<file path="config.mk">
export PLATFORM = sky130hd
export DESIGN_NAME = conv_sched
export DESIGN_NICKNAME = d
export VERILOG_FILES = /design/src/rtl/conv_pkg.sv /design/src/rtl/rr_arbiter.sv /design/src/rtl/conv_sched.sv
export SDC_FILE = /design/constraint.sdc
export NUM_CORES = 1
export LEC_CHECK = 0
export BUFFER_PORTS_ARGS = -buffer_cell sky130_fd_sc_hd__buf_2
export CAP_MARGIN = 5
export CORE_MARGIN = 5
export CORE_UTILIZATION = 45
export DETAILED_ROUTE_END_ITERATION = 8
export GPL_ROUTABILITY_DRIVEN = 0
export PLACE_DENSITY = 0.83
export RECOVER_POWER = 25
export SYNTH_ARGS = -nofsm -noshare
export SYNTH_HDL_FRONTEND = slang
export SYNTH_HIERARCHICAL = 1
export SYNTH_SLANG_ARGS = --single-unit
</file>
<file path="constraint.sdc">
create_clock -name clk -period 8.9 [get_ports clk]
set_clock_uncertainty 0.2 [all_clocks]
set_input_delay 0 -clock clk [delete_from_list [all_inputs] [get_ports clk]]
set_output_delay 0 -clock clk [all_outputs]
set_load 0.05 [all_outputs]
</file>
<file path="src/rtl/conv_pkg.sv">
// Shared definitions for the code-converter scheduler: mode codes,
// FSM state encoding and datapath widths.
package conv_pkg;

    localparam int DATA_W = 4;
    localparam int RES_W  = 7;
    localparam int MODE_W = 2;
    localparam int CNT_W  = 3;

    localparam logic [1:0] MODE_BCD  = 2'd0;
    localparam logic [1:0] MODE_GRAY = 2'd1;
    localparam logic [1:0] MODE_HAM  = 2'd2;
    localparam logic [1:0] MODE_RSVD = 2'd3;

    typedef enum logic [1:0] {
        ST_IDLE = 2'd0,
        ST_WAIT = 2'd1,
        ST_RESP = 2'd2
    } state_t;

endpackage

</file>
<file path="src/rtl/rr_arbiter.sv">
// Combinational round-robin arbiter: grants the first set request bit
// found searching ptr+1, ptr+2, ... (mod N_REQ). Outputs a one-hot grant,
// the encoded winner id and a flag that some request was present.
module rr_arbiter #(
    parameter int N_REQ = 3,
    parameter int ID_W  = 2
) (
    input  logic [N_REQ-1:0] req,
    input  logic [ID_W-1:0]  ptr,
    output logic [N_REQ-1:0] gnt,
    output logic [ID_W-1:0]  gnt_id,
    output logic             gnt_vld
);

    int               idx_s;
    logic [N_REQ-1:0] onehot_s;

    // Walk from lowest to highest priority so the highest-priority hit is written last
    always_comb begin
        gnt      = '0;
        gnt_id   = '0;
        gnt_vld  = 1'b0;
        idx_s    = 0;
        onehot_s = '0;
        for (int k = N_REQ; k >= 1; k--) begin
            idx_s    = ((int'(ptr) + k) >= N_REQ) ? (int'(ptr) + k - N_REQ) : (int'(ptr) + k);
            onehot_s = {{(N_REQ-1){1'b0}}, 1'b1} << idx_s;
            if (|(req & onehot_s)) begin
                gnt     = onehot_s;
                gnt_id  = ID_W'(idx_s);
                gnt_vld = 1'b1;
            end else begin
                gnt_vld = gnt_vld;
            end
        end
    end

endmodule

</file>
<file path="src/rtl/conv_sched.sv">
// Round-robin scheduler sharing one code-converter bank among N_REQ
// requesters. A granted request drives the bank, waits its fixed latency,
// then returns the captured result tagged with the requester id.
// Reserved mode skips the bank and answers with an error flag.
module conv_sched
    import conv_pkg::*;
#(
    parameter int N_REQ    = 3,
    parameter int CONV_LAT = 1,
    parameter int ID_W     = 2
) (
    input  logic                  clk,
    input  logic                  reset,
    input  logic [N_REQ-1:0]      req,
    input  logic [4*N_REQ-1:0]    req_data,
    input  logic [2*N_REQ-1:0]    req_mode,
    output logic [N_REQ-1:0]      ack,
    output logic [DATA_W-1:0]     bin_nat,
    output logic [MODE_W-1:0]     conv_sel,
    input  logic [RES_W-1:0]      conv_result,
    output logic                  res_valid,
    output logic [ID_W-1:0]       res_id,
    output logic [RES_W-1:0]      res_data,
    output logic                  res_err,
    output logic                  busy
);

    localparam logic [ID_W-1:0]  PTR_INIT = ID_W'(N_REQ - 1);
    localparam logic [CNT_W-1:0] LAT_INIT = CNT_W'(CONV_LAT);

    state_t             state_q;
    logic [ID_W-1:0]    ptr_q;
    logic [ID_W-1:0]    id_q;
    logic [CNT_W-1:0]   cnt_q;
    logic [N_REQ-1:0]   ack_q;
    logic [DATA_W-1:0]  bin_nat_q;
    logic [MODE_W-1:0]  conv_sel_q;
    logic               res_valid_q;
    logic [ID_W-1:0]    res_id_q;
    logic [RES_W-1:0]   res_data_q;
    logic               res_err_q;
    logic               busy_q;

    logic [N_REQ-1:0]   gnt_oh_s;
    logic [ID_W-1:0]    gnt_id_s;
    logic               gnt_vld_s;
    logic [DATA_W-1:0]  sel_data_s;
    logic [MODE_W-1:0]  sel_mode_s;

    rr_arbiter #(
        .N_REQ (N_REQ),
        .ID_W  (ID_W)
    ) u_arb (
        .req     (req),
        .ptr     (ptr_q),
        .gnt     (gnt_oh_s),
        .gnt_id  (gnt_id_s),
        .gnt_vld (gnt_vld_s)
    );

    // One-hot select of the winner's data and mode; other slices are masked off
    always_comb begin
        sel_data_s = '0;
        sel_mode_s = '0;
        for (int i = 0; i < N_REQ; i++) begin
            sel_data_s = sel_data_s | (req_data[4*i +: 4] & {DATA_W{gnt_oh_s[i]}});
            sel_mode_s = sel_mode_s | (req_mode[2*i +: 2] & {MODE_W{gnt_oh_s[i]}});
        end
    end

    // Scheduler FSM, round-robin pointer and all registered outputs
    always_ff @(posedge clk) begin
        if (!reset) begin
            state_q     <= ST_IDLE;
            ptr_q       <= PTR_INIT;
            id_q        <= '0;
            cnt_q       <= '0;
            ack_q       <= '0;
            bin_nat_q   <= '0;
            conv_sel_q  <= '0;
            res_valid_q <= 1'b0;
            res_id_q    <= '0;
            res_data_q  <= '0;
            res_err_q   <= 1'b0;
            busy_q      <= 1'b0;
        end else begin
            ack_q <= '0;
            case (state_q)
                ST_IDLE: begin
                    if (gnt_vld_s) begin
                        id_q   <= gnt_id_s;
                        ptr_q  <= gnt_id_s;
                        ack_q  <= gnt_oh_s;
                        busy_q <= 1'b1;
                        if (sel_mode_s == MODE_RSVD) begin
                            // bank untouched; RESP raises the error result next edge
                            state_q <= ST_RESP;
                        end else begin
                            bin_nat_q  <= sel_data_s;
                            conv_sel_q <= sel_mode_s;
                            cnt_q      <= LAT_INIT;
                            state_q    <= ST_WAIT;
                        end
                    end else begin
                        busy_q <= 1'b0;
                    end
                end
                ST_WAIT: begin
                    if (cnt_q == 3'd0) begin
                        res_data_q  <= conv_result;
                        res_err_q   <= 1'b0;
                        res_id_q    <= id_q;
                        res_valid_q <= 1'b1;
                        state_q     <= ST_RESP;
                    end else begin
                        cnt_q <= cnt_q - 3'd1;
                    end
                end
                ST_RESP: begin
                    if (!res_valid_q) begin
                        // reserved-mode entry: publish the error result
                        res_valid_q <= 1'b1;
                        res_id_q    <= id_q;
                        res_data_q  <= '0;
                        res_err_q   <= 1'b1;
                    end else begin
                        res_valid_q <= 1'b0;
                        busy_q      <= 1'b0;
                        state_q     <= ST_IDLE;
                    end
                end
                default: begin
                    res_valid_q <= 1'b0;
                    busy_q      <= 1'b0;
                    state_q     <= ST_IDLE;
                end
            endcase
        end
    end

    assign ack       = ack_q;
    assign bin_nat   = bin_nat_q;
    assign conv_sel  = conv_sel_q;
    assign res_valid = res_valid_q;
    assign res_id    = res_id_q;
    assign res_data  = res_data_q;
    assign res_err   = res_err_q;
    assign busy      = busy_q;

endmodule

</file>
==> run summary <==
- **final clock period utilization by the worst path** 44.30%
- **kind of path behind the tightest hold check** in -> reg
- **final number of max-transition violations** 0
- **Worst Path Max Fanout** 7
- **total DRC errors in the routed layout** 0
- **top cells by area, synth** dfxtp_1 37%, ha_1 7.9%, mux2i_1 5.7%, nor2_1 5.5%, a21oi_1 4.4%
- **Endpoint, Worst Hold** state_q[0]
- **Hold Worst Slack** 0.01574 ns
- **fraction of layout instances using a drive strength above 1** 20.93%
- **vias per cell** 5.395
- **cell accounting for the most synthesized area** dfxtp_1
- **Mapped Avg Cell Area** 8.710 um2
- **count of flip-flops with a built-in enable after synthesis** 0
- **Antenna Violating Nets Remaining** 0
- **detailed-placement wirelength estimate** 2825 um
- **DR vias** 1,640
- **kind of start point of the critical path** flop
- **Internal Power** 0.0004406 W
- **largest net degree at the start of global routing** 26
- **first-pass GRT wire length** 7286 um
- **Worst Reg-to-Reg Cells** 10
- **number of detailed-routing iterations run before antenna repair** 5
- **share of the yosys chip area belonging to registers** 36.83%
- **power share of the sequential group** 22.6%
- **total net switching power** 0.0004023 W
- **number of hold violations in the final report** 0
- **unrepaired setup endpoints after global routing** no
- **worst-case headroom to the max-slew limit** 49.05%
- **peak ir drop on the vdd network** 241.8 uV
- **netlist area before placement** 0.001577 mm2
- **switching power share of the total** 47.73%
- **cell chosen for the clock root** clkbuf_4
- **Clock power frac** 16.2%
- **transition time at the pin with the least slew margin** 0.7634 ns
- **total routed wirelength** 4317 um
- **number of setup violations in the final report** 0
- **reg2reg end** conv_sel[0]
- **row count** 21
- **via count of the first global-routing pass** 1,618
- **Antenna diodes** 0
- **LEAKAGE** 0.9650 nW
- **die area** 0.004787 mm2
- **Mapped Cells** 181
- **flop2flop setup slack** 4.96 ns
- **required time reported for the critical path endpoint** 8.95 ns
- **Worst Slack Setup Final** 4.957 ns
- **share of Yosys cell area claimed by the top area cell type** 36.83%
- **clock sink total** 29
- **share of flip-flops with an asynchronous set or reset** 0%
- **startpoint of the lowest-slack register-to-register path** ptr_q[0]
- **hold path cells** 4
- **post-synthesis net count** 221
- **signal arrival time at the worst endpoint** 3.99 ns
- **power per cell area** 383.9 mW/mm2
- **number of buffers added on ports** 50
- **number of buffers inserted to repair setup after CTS** 0
- **part of the total power dissipated in combinational logic** 61.2%
- **post-route non-filler standard cell count** 304
- **total power after layout** 0.0008429 W
- **count of maximum capacitance violations** 0
- **post-synthesis to final-layout area growth** 39.29%
- **number of buffers inserted during clock tree synthesis** 5
- **Placed Instances** 272
- **Setup Slack @ Placement** 5.170 ns
- **antenna violations before repair** 0
- **area of the core region** 0.003363 mm2
- **Initial Utilization** 46.87%
- **top achievable clock speed** 0.2536 GHz
- **chip width** 69.19 um
- **dominant synthesized flop cell** dfxtp_1
- **Total Routing Usage GR** 18.47%
- **number of storage elements in the synthesis netlist** 29
- **number of placed I/O pins** 51
- **Total Neg Setup Slack** 0 ns
- **average wire length per cell after detail routing** 14.20 um
- **post-route minimum period** 3.943 ns
- **count of cell types in the netlist** 36
- **CTS tree** done
- **number of buffers on the longest clock path** 2
- **clock latency at the later pin of the worst-skew pair** 0.34 ns
- **Setup CP Type** reg -> reg
- **startpoint of the most critical hold path** req_mode[1]
- **clock slew at the register clock pins of the worst setup and hold paths** 0.10 ns
- **global-route congestion overflow total** 0
- **kind of capture point of the worst setup path** flop
- **Die H** 69.19 um
- **outcome** completed
- **count of cells resized by post-cts repair** 0
- **number of warnings issued by yosys** 6
- **iteration-0 DRC count of the detailed router** 113
- **Net count, final** 297
- **CTS HTree Levels** 2
per-stage QoR:
step / cell area [um2] / util [%]
after global placement: 1868 / 55.54
after floorplan: 1577 / -
final: 2196 / 65.29
after global routing: 2196 / 65.29
after detailed placement: 1868 / 55.54
after CTS: 2211 / 65.74
state kept, by name, indices dropped and copies added, names as in the netlist:
register,cells
cnt_q,3
id_q,1
conv_sel,2
state_q,2
res_id,2
res_valid,1
res_err,1
busy,1
ptr_q,2
res_data,7
bin_nat,4
ack,3
power by group through the flow:
stage	clock (W)	combinational (W)	sequential, W
finish	0.000137	0.000516	0.000190
detailed placement	0	0.000471	0.000193
global route	0.000145	0.000560	0.000195
CTS	0.000139	0.000512	0.000189
global placement	0	0.000461	0.000191
floorplan	0	0.000278	0.000291
cells in the mapped netlist, drive strengths merged, types with 2 or more instances:
cell     n
dfxtp   29
nor2    23
a21oi   14
inv     13
nand2   13
nor2b   11
ha      10
mux2i    9
a211oi   7
a222oi   7
o21ai    7
a221oi   5
clkbuf   5
a31oi    3
and2     3
and3     3
a22oi    2
nand2b   2
o211ai   2
cells in the final DEF, fill, tap and decap left out, drive strengths merged, types with 2 or more instances in the layout:
cell	count
a22oi	2
buf	39
o211ai	2
ha	10
nor2	23
and3	3
inv	13
a221oi	5
a21oi	14
nor2b	11
a31oi	3
dfxtp	29
dlygate4sd3	24
bufinv	2
and2	3
mux2i	9
a211oi	7
nand2b	2
clkbuf	17
o21ai	7
nand2	13
a222oi	7
kinds of logic after synthesis:
| kind of cell | Yosys count | synth area share [%] |
|---|---|---|
| muxes | 9 | 5.715 |
| adders and majority gates | 10 | 7.937 |
| and+or+nand+nor | 58 | 17.54 |
| buffers and inverters | 19 | 4.603 |
| AOI/OAI and AO/OA | 56 | 27.38 |
| DFF | 29 | 36.83 |
how the worst max path moves through the flow:
stage	startpoint	end	slack (ns)	cells past startpoint
after floorplan	ptr_q[0]	cnt_q[2]	5.61	10
after global placement	ptr_q[0]	cnt_q[2]	5.37	10
after detailed placement	ptr_q[0]	cnt_q[2]	5.17	10
after CTS	ptr_q[0]	conv_sel[0]	5.00	10
after global routing	ptr_q[0]	conv_sel[1]	4.74	10
final	ptr_q[0]	conv_sel[0]	4.96	10
critical path: stages, from the launching register on:
cell,delay [ns]
dfxtp_1,0.45
inv_1,0.15
ha_1,0.32
a222oi_1,0.60
a2111oi_4,0.11
a221oi_1,0.26
nor2_1,0.17
a222oi_1,0.67
dlygate4sd3_1,0.65
a21oi_1,0.06
a211oi_1,0.22
metal layers:
layer | vias up | track usage [%] | part of all wire, % | wire length, um
met2 | 69 | 31.78 | 49 | 2105
met3 | 6 | 6.522 | 7.9 | 339
li1 | 816 | - | - | -
met4 | 0 | 8.460 | 1.6 | 67
met1 | 749 | 20.19 | 42 | 1805
met5 | - | 0 | 0 | 0
layout make-up:
class / count / area [um2]
clock buffer: 5 / 37.54
clock inverter: 3 / 65.06
fill: 318 / 1167
inverter: 13 / 48.80
multi-input combinational: 133 / 923.4
sequential: 29 / 580.6
tap: 46 / 57.56
timing repair buffer: 75 / 483.0
repair_timing:
| action | 4_1_cts | 5_1_grt |
|---|---|---|
| setup endpoints to repair | 0 | 0 |
| hold buffers | 24 | 0 |
| endpoints found under the hold margin | 22 | 0 |
(Power assumes the default switching activity.)
